==> config.mk <==
export PLATFORM = sky130hd
export DESIGN_NAME = piso_frame_tx
export DESIGN_NICKNAME = d
export VERILOG_FILES = /design/src/rtl/piso_frame_tx.sv
export SDC_FILE = /design/constraint.sdc
export NUM_CORES = 1
export LEC_CHECK = 0
export ABC_AREA = 1
export BUFFER_PORTS_ARGS = -buffer_cell sky130_fd_sc_hd__buf_2
export CELL_PAD_IN_SITES_DETAIL_PLACEMENT = 1
export CELL_PAD_IN_SITES_GLOBAL_PLACEMENT = 2
export CORE_ASPECT_RATIO = 1.75
export CORE_MARGIN = 2
export CORE_UTILIZATION = 32
export CTS_BUF_LIST = sky130_fd_sc_hd__clkbuf_8
export DETAILED_ROUTE_END_ITERATION = 8
export PLACE_DENSITY_LB_ADDON = 0.1
export SYNTH_ARGS = -nofsm -noshare
export SYNTH_HDL_FRONTEND = slang
export SYNTH_SLANG_ARGS = --single-unit
==> constraint.sdc <==
create_clock -name clk -period 1.56 [get_ports clk]
set_clock_uncertainty 0.2 [all_clocks]
set_input_delay 0.234 -clock clk [delete_from_list [all_inputs] [get_ports clk]]
set_output_delay 0.234 -clock clk [all_outputs]
set_load 0.01 [all_outputs]
==> src/rtl/piso_frame_tx.sv <==
// Parallel-in, serial-out framer: valid/ready word intake through a one-word holding register,
// emitted as start bit, WIDTH data bits, optional even parity and a stop bit at one bit per clock.
module piso_frame_tx #(
  parameter int WIDTH     = 4,
  parameter bit LSB_FIRST = 1'b0,
  parameter bit PARITY_EN = 1'b1
) (
  input  logic             clk,
  input  logic             rst_n,
  input  logic [WIDTH-1:0] data_in,
  input  logic             data_valid,
  output logic             data_ready,
  output logic             serial_out,
  output logic             frame_sync,
  output logic             busy
);

  localparam int CNT_W = $clog2(WIDTH);
  localparam logic [CNT_W-1:0] LAST_CNT = CNT_W'(WIDTH - 1);

  typedef enum logic [2:0] {IDLE, START, DATA, PARITY, STOP} state_t;

  state_t           state, state_nxt;
  logic [WIDTH-1:0] hold_word;
  logic             hold_valid;
  logic [WIDTH-1:0] shift_reg, shift_nxt;
  logic [CNT_W-1:0] bit_cnt, cnt_nxt;
  logic             parity_bit, parity_nxt;
  logic             load_hold;
  logic             serial_nxt;
  logic             sync_nxt;
  logic             cur_bit;

  function automatic logic even_parity(input logic [WIDTH-1:0] w);
    return ^w;
  endfunction

  function automatic logic [WIDTH-1:0] shift_word(input logic [WIDTH-1:0] w);
    if (LSB_FIRST) return {1'b0, w[WIDTH-1:1]};
    else           return {w[WIDTH-2:0], 1'b0};
  endfunction

  assign cur_bit    = LSB_FIRST ? shift_reg[0] : shift_reg[WIDTH-1];
  assign data_ready = !hold_valid;

  // Outputs are registered from the current state, so the line lags the FSM by one cycle.
  always_comb begin
    state_nxt  = state;
    shift_nxt  = shift_reg;
    cnt_nxt    = bit_cnt;
    parity_nxt = parity_bit;
    load_hold  = 1'b0;
    serial_nxt = 1'b1;
    sync_nxt   = 1'b0;
    case (state)
      IDLE: begin
        if (hold_valid) begin
          load_hold = 1'b1;
          state_nxt = START;
        end
      end
      START: begin
        serial_nxt = 1'b0;
        cnt_nxt    = '0;
        state_nxt  = DATA;
      end
      DATA: begin
        serial_nxt = cur_bit;
        sync_nxt   = (bit_cnt == '0);
        shift_nxt  = shift_word(shift_reg);
        if (bit_cnt == LAST_CNT) begin
          cnt_nxt = '0;
          if (PARITY_EN) state_nxt = PARITY;
          else           state_nxt = STOP;
        end else begin
          cnt_nxt = bit_cnt + CNT_W'(1);
        end
      end
      PARITY: begin
        serial_nxt = parity_bit;
        state_nxt  = STOP;
      end
      STOP: begin
        if (hold_valid) begin
          load_hold = 1'b1;
          state_nxt = START;
        end else begin
          state_nxt = IDLE;
        end
      end
      default: state_nxt = IDLE;
    endcase
    // Parity is captured with the word, since the shift register is consumed by the data bits.
    if (load_hold) begin
      shift_nxt  = hold_word;
      parity_nxt = even_parity(hold_word);
    end
  end

  always_ff @(posedge clk) begin
    if (!rst_n) begin
      state      <= IDLE;
      shift_reg  <= '0;
      bit_cnt    <= '0;
      parity_bit <= 1'b0;
      serial_out <= 1'b1;
      frame_sync <= 1'b0;
      busy       <= 1'b0;
    end else begin
      state      <= state_nxt;
      shift_reg  <= shift_nxt;
      bit_cnt    <= cnt_nxt;
      parity_bit <= parity_nxt;
      serial_out <= serial_nxt;
      frame_sync <= sync_nxt;
      busy       <= (state_nxt != IDLE);
    end
  end

  // Load and accept never coincide: a load needs hold_valid, an accept needs it clear.
  always_ff @(posedge clk) begin
    if (!rst_n) begin
      hold_valid <= 1'b0;
      hold_word  <= '0;
    end else if (load_hold) begin
      hold_valid <= 1'b0;
    end else if (data_valid && !hold_valid) begin
      hold_valid <= 1'b1;
      hold_word  <= data_in;
    end
  end

endmodule

-- Word level (Yosys, flattened, before mapping)
Cells that the tools add are included.
- equal/unequal tests: 5
- reduce and logical (&&, ||, !) cells: 12
- muxes and demuxes: 11
- add/sub/neg operators: 1
- bitwise operators: 2
- operators with widths (operator ; count):
    case mux 3 bit (5 select lines) ; 1
    2-to-1 mux 4 bit ; 2
    equality test 3 x 2 -> 1 bit, second input constant ; 2
    2-to-1 mux 3 bit ; 2
    case mux 2 bit (2 select lines) ; 1
    AND reduction 2 bit ; 2
    nonzero test 2 bit ; 2
    OR reduction 2 bit ; 2
    parity 4 bit ; 1
    equality test 3 x 1 -> 1 bit, second input constant ; 1
    equality test 3 bit, second input constant ; 1
    logical NOT 3 bit ; 1
    2-to-1 mux 1 bit ; 3
    case mux 1 bit (3 select lines) ; 1
    nonzero test 3 bit ; 1
    adder 2 x 1 -> 2 bit, second input constant ; 1
    equality test 2 bit, second input constant ; 1
    logical NOT 2 bit ; 1
    2-to-1 mux 2 bit ; 1
    inverter 1 bit ; 2
    logical AND 1 bit ; 1
    logical NOT 1 bit ; 1
- logic and storage cells: 40
- flip-flop bits (word level): 18
- output and inout port bits: 4

-- Logic depth before layout (Yosys ltp)
Gate-level depths: netlist of run 1.
- word-level depth: 5
- mapped depth: 8

-- Worst setup path after synthesis of run 1
OpenSTA, ideal clock, no wires.
- kind: flip-flop to flip-flop
- start point: register state[1]
- end point: register shift_reg[2]
- data required time: 1244 ps
- clock period less this slack: 1197 ps
- stages on the path, launching flop included: 7
- data arrival time: 881 ps
- path buffers: 0
- slack: 363 ps
- cells stage by stage: dfxtp_1 -> nor2_2 -> nand2_4 -> nand2_4 -> nand2_1 -> nor2_1 -> nor2_1
- word-level cells in the longest chain between the ends: 4
- ends and longest elaborated chain (item ; RTL line ; source):
    start: declaration ; 23 ; state_t state, state_nxt;
    start signal: assignment ; 110 ; state <= state_nxt;
    equality test 3 bit or logical NOT 3 bit (tied branches) ; 55 ; case (state)
    OR reduction 2 bit (no source line) ; n/a ;
    2-to-1 mux 1 bit ; n/a ;
    2-to-1 mux 4 bit or nonzero test 2 bit (tied branches) ; n/a ;
    end signal: assignment ; 111 ; shift_reg <= shift_nxt;
    end: declaration ; 26 ; logic [WIDTH-1:0] shift_reg, shift_nxt;
Several ways; a longest one is shown, not always the timed one.
A chain may end at the register's enable or synchronous reset.

-- Worst setup path after layout of run 1
Ends and elaborated chain as after synthesis.

==> metrics.txt, run 1 <==
status completed; Crit path arrival time 1.33 ns; first-pass GRT wire length 3170 µm; postcts setup bufs 0; EDFF count, synth 0; Crit path required time 1.50 ns; initial cell density of the core 34.0%; Clock Latency Late Sink 0.25 ns; clk slew on worst S/H paths 0.07 ns; Worst slew margin 79.2%; area added between synthesis and finish 17.0%; Post-Syn Area 782 µm²; CP Launch Type flip-flop; CTS sink cnt 18; routed len/inst 12.4 µm; Die Y 69.4 µm; Largest stage delay, worst path 0.35 ns; Critical-path top delay cell dfxtp_1; Core Area 0.00230 mm²; GRT Overall Usage 16.0%; sequential fraction of the synthesis area 46.1%; multi-input logic area 349 µm²; Worst Hold Class input pin to flip-flop; final global-route overflow total 0; syn_nets 115; most common cell after layout, fill and taps aside nand2_1; drt first-iter violations 5; Tot Pwr 0.979 mW; final worst-path setup slack 0.168 ns; CTS resizes 0; vias 717; Setup TNS 0 ns; Vias/cell 4.94; Fin. Hold Viols 0; die area 0.00287 mm²; GPL Wtd Cong 0.718; IO Count 11; Ant. Diodes 0; asr flop ratio synth 0%; Die W 41.4 µm; area occupied by registers 360 µm²; Clock Tree Buf Depth 2; H-tree lvl count 1; Final Cell Area 915 µm²; largest net degree at the start of global routing 11; Slew Viols, Final 0; leak pwr 0.412 nW; Crit path max-delay family simple AND/OR/NAND/NOR gates; CTS buffer count 3; commonest non-fill, non-tap cells in the layout 23 x nand2_1, 18 x dfxtp_1, 17 x inv_1; WP buf/inv 0; setup violators final 0; antenna viol nets, final 0; I/O Buffers 10; post-DP HPWL 1400 µm; Peak VDD IR 0.000492 V; pwr/cell area 1070 mW/mm²; Yosys cell types 16; placed inst area 873 µm²; pre-CTS setup slack 0.177 ns; layout cells sized above 1 17.5%; initial antenna violation count 0; number of global-route vias before repair 716; RSZ-0062 raised after global routing false; Post-Route WL 1800 µm; nets 131; # rows 23; filler instances 308; Yosys reg bits 18; Max FO, Critical Path 10; Period Utilization, post-route 89.3%; worst path cell trace nor2_2, nand2_4, nand2_4, nand2_1, nor2_1, nor2_1; average size of a mapped cell 7.38 µm²; Clock Tree Root clkbuf_8; max_cap viols 0; drt first pass iters 4; Post-Synthesis Cells 106; Max Clk Rate 718 MHz; drt drc 0; hold_buf cts 0; Crit Path Category flip-flop to flip-flop; worst-margin pin slew 0.310 ns; Crit. End Element flip-flop; CTS tree done; Final min period 1.39 ns; Yosys warning count 0; ys flop type dfxtp_1
==> power breakdown <==
part           leakage (nW)  total (mW)  internal, mW  switching, mW
combinational         0.243       0.147        0.0526         0.0949
sequential            0.147       0.509         0.491         0.0175
clock                0.0216       0.323         0.171          0.152
==> layer usage <==
metal	share of wire (%)	up-vias	GRT usage [%]
met4	1.6	0	7.53
li1	-	361	-
met1	41	344	17.9
met2	56	8	26.6
met5	0	-	0
met3	1.8	4	2.88
==> logic make-up (layout without fill, tap and decap cells) <==
group / Yosys count / after routing / share of synthesized area, %
DFF: 18 / 18 / 46.1
buffers and inverters: 19 / 33 / 9.28
adders and majority gates: 2 / 2 / 3.20
and+or+nand+nor: 47 / 47 / 27.8
AOI/OAI and AO/OA: 20 / 20 / 13.6
==> layout make-up <==
| cell class | instances | area share, % |
|---|---|---|
| tap | 25 | 3.42 |
| sequential | 18 | 39.4 |
| timing repair buffer | 12 | 7.11 |
| multi-input combinational | 69 | 38.2 |
| clock buffer | 3 | 4.51 |
| inverter | 18 | 7.39 |
==> metrics by stage <==
stage | utilization (%) | std cells | hold WS, ns
finish | 39.7 | 145 | 0.0693
global route | 39.7 | 145 | 0.117
CTS | 39.7 | 145 | 0.0660
detailed placement | 37.9 | 142 | 0.279
global placement | 37.9 | 142 | 0.272
floorplan | - | 106 | 0.227
==> worst paths after layout <==
path | from | to | slack, ns | cells after the start
hold reg to reg | bit_cnt[1]$_SDFFE_PN0P_ | bit_cnt[1]$_SDFFE_PN0P_ | 0.28 | 2
hold / removal | data_in[3] | hold_word[3]$_SDFFE_PN0P_ | 0.07 | 3
setup / recovery | state[1]$_SDFF_PN0_ | shift_reg[2]$_SDFFE_PN0P_ | 0.17 | 6
setup reg to reg | state[1]$_SDFF_PN0_ | shift_reg[2]$_SDFFE_PN0P_ | 0.17 | 6
==> cell usage after synthesis (2+ instances only) <==
master   instances  area, µm²
o21ai_0          8       40.0
nand2_1         23       86.3
nand3_2          2       20.0
ha_1             2       25.0
nand3_1          6       30.0
nand2_4          2       22.5
nor2_1          12       45.0
a21oi_1         10       50.1
inv_1           17       63.8
dfxtp_1         18        360
==> worst min-delay path, stage by stage <==
cell and delay (ns):
buf_2 0.07, o21ai_0 0.07, a21oi_1 0.10
Power figures use the tool's default switching activity.
==> inputs of run 2 (changes only) <==
--- a/config.mk
+++ b/config.mk
@@ -5,13 +5,13 @@
 export SDC_FILE = /design/constraint.sdc
 export NUM_CORES = 1
 export LEC_CHECK = 0
-export ABC_AREA = 1
 export BUFFER_PORTS_ARGS = -buffer_cell sky130_fd_sc_hd__buf_2
+export CAP_MARGIN = 20
 export CELL_PAD_IN_SITES_DETAIL_PLACEMENT = 1
 export CELL_PAD_IN_SITES_GLOBAL_PLACEMENT = 2
 export CORE_ASPECT_RATIO = 1.75
 export CORE_MARGIN = 2
-export CORE_UTILIZATION = 32
+export CORE_UTILIZATION = 37
 export CTS_BUF_LIST = sky130_fd_sc_hd__clkbuf_8
 export DETAILED_ROUTE_END_ITERATION = 8
 export PLACE_DENSITY_LB_ADDON = 0.1
==> constraint.sdc (replaced) <==
create_clock -name clk -period 1.56 [get_ports clk]
set_clock_uncertainty 0.2 [all_clocks]
set_input_delay 0.234 -clock clk [delete_from_list [all_inputs] [get_ports clk]]
set_output_delay 0.234 -clock clk [all_outputs]
set_load 0.1 [all_outputs]
==> run 2 against run 1 <==
Maximum frequency decreased by 5.0%. Via count shrank 7.8%. Register-to-register slack worse by 0.07 ns. Global-route usage up 0.90 points. Critical path depth decreased by 4. First-iteration DRC count rose by 100%. Synthesized cell count shrank 15%. Non-clock buffer count grew 4. Hold slack worse by 0.033 ns. Sequential share of layout area shrank 3.9 points. Sequential power up 4.5%. Area after synthesis rose by 13%. Critical endpoint is now data_ready.
==> metrics.txt, run 2 <==
post-DP HPWL 1450 µm; Yosys cell types 30; Die Y 68.5 µm; Post-Route WL 1830 µm; Ant. Diodes 0; status completed; Crit. End Element output pin; number of global-route vias before repair 693; Tot Pwr 1.14 mW; die area 0.00280 mm²; setup violators final 0; combinational share of power 20.0%; I/O Buffers 10; grt met3 use 3.85%; asr flop ratio synth 0%; Worst slew margin 67.8%; routed len/inst 14.3 µm; Max Clk Rate 682 MHz; Final min period 1.47 ns; EDFF count, synth 0; pwr/cell area 1120 mW/mm²; Crit path arrival time 1.03 ns; Final Util 44.9%; met1 usage 17.3%; area added between synthesis and finish 15.9%; Setup TNS 0 ns; Clock Tree Buf Depth 2; drt drc 0; initial cell density of the core 38.7%; first-pass GRT wire length 3160 µm; IO Count 11; commonest non-fill, non-tap cells in the layout 16 x dfxtp_1, 9 x buf_2, 7 x nor2b_1, 7 x buf_4, 6 x nor3b_1; sequential power share 46.6%; worst-margin pin slew 0.482 ns; count leader, synth dfxtp_1; sequential fraction of the synthesis area 40.9%; Core Area 0.00227 mm²; pre-CTS setup slack 0.0681 ns; final cell count without fillers 128; Max FO, Critical Path 10; area share of the leading cell type in the synthesized netlist 40.9%; Peak VDD IR 0.000389 V; H-tree lvl count 1; final global-route overflow total 0; CTS tree done; antenna viol nets, final 0; Cell Count Post-Placement 124; Vias/cell 5.16; Yosys reg bits 18; postcts setup bufs 0; cell-internal power 0.815 mW; Die W 40.9 µm; clk slew on worst S/H paths 0.07 ns; net switching share of the total power 28.7%; GRT busiest layer met2; leak pwr 0.411 nW; final worst-path setup slack 0.0944 ns; layout cells sized above 1 27.2%; Worst Hold Class input pin to flip-flop; Psw 0.327 mW; Post-Syn Area 881 µm²; Clock Latency Late Sink 0.25 ns; hold_ws 0.0363 ns; drt first-iter violations 10; CTS buffer count 3; drt first pass iters 4; nets 113; syn_nets 99; Crit Path Category flip-flop to output pin; max_cap viols 0; placed inst area 961 µm²; Post-Synthesis Cells 90; vias 661; Final Cell Area 0.00102 mm²; average size of a mapped cell 9.79 µm²; most common cell after layout, fill and taps aside dfxtp_1; cell type with the highest aggregate area in the netlist dfxtp_1; initial antenna violation count 0; Crit path required time 1.13 ns; hold_buf cts 0; Fin. Hold Viols 0; Period Utilization, post-route 93.9%; met2 GRT Util 30.1%; largest net degree at the start of global routing 11; CP Launch Type flip-flop; GRT Overall Usage 16.9%; RSZ-0062 raised after global routing false; Clk network pwr share 33.4%; GPL Wtd Cong 0.717; Post-synth top cells 18 x dfxtp_1, 7 x nor2b_1, 6 x nor3b_1; top area cells in the synthesized netlist dfxtp_1 41%, nor3b_1 5.1%, nor2b_1 5.0%; ys flop type dfxtp_1; # rows 23; Slew Viols, Final 0; Clock Tree Root clkbuf_8; Yosys warning count 0; CTS sink cnt 18
-- run 2: cells by family after synthesis --
family          count (synthesis)  synth area share, %
mux                             4                 4.55
compound gates                 22                 16.8
flops                          18                 40.9
buf+inv                        10                 6.96
xor+xnor                        4                 4.83
fa+ha+maj                       2                 2.84
simple gates                   30                 23.2
-- run 2: routing by layer --
metal  share of wire (%)  vias to the layer above
met5                   0                        -
met1                  39                      313
li1                    -                      335
met3                 2.5                        4
met4                 2.1                        0
met2                  56                        9
-- run 2: power by group through the flow --
stage	Sequential, mW	Combinational, mW	Clock [mW]
5_1_grt	0.540	0.253	0.411
4_1_cts	0.533	0.234	0.394
6_report	0.532	0.229	0.381
3_3_place_gp	0.541	0.226	0
2_1_floorplan	0.569	0.157	0
3_5_place_dp	0.543	0.231	0
-- run 2: timing repair --
item                                    CTS  global route
endpoints found under the setup margin    1             1
gates cloned                              0             0
resized for setup                         2             1
-- run 2: cell type report --
class                   count  area, µm²
fillers                   280       1250
multi-input cells          62        459
flip-flops and latches     18        363
repair buffers             16       97.6
clock buffers               4       55.1
well taps                  25       31.3
inverters                   3       15.0
-- run 2: worst max-delay path: stages (launching register included) --
cell and delay, ns:
dfxtp_2 0.43, clkinvlp_4 0.11, buf_4 0.23
-- run 2: worst paths after layout --
| check | from | to | slack [ns] | depth (start not counted) |
|---|---|---|---|---|
| hold / removal | data_in[1] | hold_word[1]$_SDFFE_PN0P_ | 0.04 | 3 |
| hold reg to reg | shift_reg[3]$_SDFFE_PN0P_ | serial_out$_SDFF_PN1_ | 0.32 | 2 |
| setup / recovery | hold_valid$_SDFFE_PP0P_ | data_ready | 0.09 | 2 |
| setup reg to reg | bit_cnt[0]$_SDFFE_PN0P_ | bit_cnt[1]$_SDFFE_PN0P_ | 0.10 | 5 |
==> inputs of run 3 (changes only) <==
==> constraint.sdc (replaced) <==
create_clock -name clk -period 1.56 [get_ports clk]
set_clock_uncertainty 0.2 [all_clocks]
set_input_delay 0.156 -clock clk [delete_from_list [all_inputs] [get_ports clk]]
set_output_delay 0.156 -clock clk [all_outputs]
set_load 0.1 [all_outputs]
==> run 3 against run 2 <==
The flow now finishes with violations (negative hold slack). Register-to-register slack better by 0.08 ns. First-iteration DRC count is 40% lower. Clock power grew 1%. Sequential cell count is the same. Maximum frequency fell by 3.5%. Die area stayed put. Cell area up 2.3%. Largest power group unchanged. Highest routed layer unchanged.
==> metrics.txt, run 3 (same netlist as run 2, synthesis figures left out) <==
status finished, violations left; failing checks negative hold slack; clk slew on worst S/H paths 0.07 ns; Slew Viols, Final 0; Max Clk Rate 658 MHz; hold worst-path end hold_word[3]$_SDFFE_PN0P_; antenna viol nets, final 0; Vias/cell 5.26; Final min period 1.52 ns; nets 115; flop-to-flop setup slack 0.18 ns; RSZ-0062 raised after global routing false; Ant. Diodes 0; max_cap viols 0; final worst-path setup slack 0.0410 ns; commonest non-fill, non-tap cells in the layout 15 x dfxtp_1, 10 x buf_2, 7 x nor2b_1; worst-margin pin slew 0.484 ns; worst r2r src state[0]$_SDFF_PN0_; initial cell density of the core 38.7%; Setup TNS 0 ns; most common cell after layout, fill and taps aside dfxtp_1; number of global-route vias before repair 674; CTS buffer count 3; GPL Wtd Cong 0.667; Worst Hold Class input pin to flip-flop; Worst R2R End shift_reg[3]$_SDFFE_PN0P_; Post-Route WL 1820 µm; Crit path arrival time 1.47 ns; die area 0.00280 mm²; H-tree lvl count 1; Clock Tree Buf Depth 2; CP Launch Type input pin; HP Start data_in[3]; GRT Overall Usage 15.5%; setup violators final 0; drt first-iter violations 6; leak pwr 0.417 nW; Clock Tree Root clkbuf_8; pre-CTS setup slack 0.0870 ns; Crit. End Element flip-flop; drt drc 0; # rows 23; vias 684; Worst slew margin 68.0%; post-DP HPWL 1320 µm; initial antenna violation count 0; area added between synthesis and finish 18.6%; routed len/inst 14.0 µm; first-pass GRT wire length 2880 µm; Die W 40.9 µm; Crit path required time 1.51 ns; Core Area 0.00227 mm²; layout cells sized above 1 25.7%; Period Utilization, post-route 97.4%; CTS sink cnt 18; drt first pass iters 4; IO Count 11; I/O Buffers 10; CTS tree done; filler instances 275; Fin. Hold Viols 1; largest net degree at the start of global routing 16; postcts setup bufs 0; Crit Path Category input pin to flip-flop; Die Y 68.5 µm; worst r2r path cells 3; final global-route overflow total 0; Max FO, Critical Path 4; Tot Pwr 1.15 mW; hold_ws -0.00435 ns; Peak VDD IR 0.000626 V; hold path depth 3; pwr/cell area 1100 mW/mm²; Clock Latency Late Sink 0.25 ns
-- run 3: cell types whose count changed in the layout (fill, tap and decap cells not counted) --
cell	change
dfxtp_1	-1
buf_2	+1
dlygate4sd3_1	+4
dfxtp_2	+1
buf_4	-3
-- run 3: final cells by class --
type | instances | area, µm² | area share (%)
multi-input cells | 62 | 459 | 44.0
repair buffers | 18 | 120 | 11.5
clock buffers | 4 | 55.1 | 5.27
inverters | 3 | 15.0 | 1.44
well taps | 25 | 31.3 | 2.99
flip-flops and latches | 18 | 364 | 34.9
-- run 3: timing repair --
item,4_1_cts,5_1_grt
endpoints found under the hold margin,4,0
hold buffers,4,0
endpoints found under the setup margin,1,2
resized for setup,1,2
-- run 3: power breakdown --
group	internal (mW)	switching, mW	total [mW]	leakage (nW)
Clock	0.224	0.162	0.386	0.0288
Sequential	0.497	0.0384	0.535	0.149
Combinational	0.0948	0.133	0.228	0.239
-- run 3: how the worst max path moves through the flow --
stage / slack [ns] / cells past startpoint / end / from
after detailed placement: 0.09 / 3 / shift_reg[3]$_SDFFE_PN0P_ / hold_valid$_SDFFE_PP0P_
after global routing: 0.002 / 5 / hold_word[3]$_SDFFE_PN0P_ / data_valid
after CTS: 0.04 / 5 / hold_word[3]$_SDFFE_PN0P_ / data_valid
after floorplan: 0.03 / 4 / state[0]$_SDFF_PN0_ / hold_valid$_SDFFE_PP0P_
final: 0.04 / 5 / hold_word[3]$_SDFFE_PN0P_ / data_valid
after global placement: 0.10 / 3 / serial_out$_SDFF_PN1_ / state[1]$_SDFF_PN0_
-- run 3: worst max-delay path: stages --
cell and delay (ns):
dlygate4sd3_1 0.52, buf_2 0.10, nor2b_1 0.38, mux2i_1 0.23, nor2b_1 0.06
-- run 3: metal layers --
metal | part of all wire, % | GRT usage [%] | vias to the layer above
met4 | 2.0 | 8.75 | 0
met5 | 0 | 0 | -
met1 | 40 | 14.3 | 335
met3 | 1.6 | 2.88 | 4
li1 | - | - | 337
met2 | 57 | 28.9 | 8
-- run 3: per-stage QoR --
| step | area [µm²] | util, % | instances |
|---|---|---|---|
| after floorplan | 885 | - | 90 |
| after global placement | 946 | 41.6 | 122 |
| after detailed placement | 946 | 41.6 | 122 |
| after CTS | 1040 | 45.8 | 130 |
| after global routing | 1040 | 46.0 | 130 |
| final | 1040 | 46.0 | 130 |
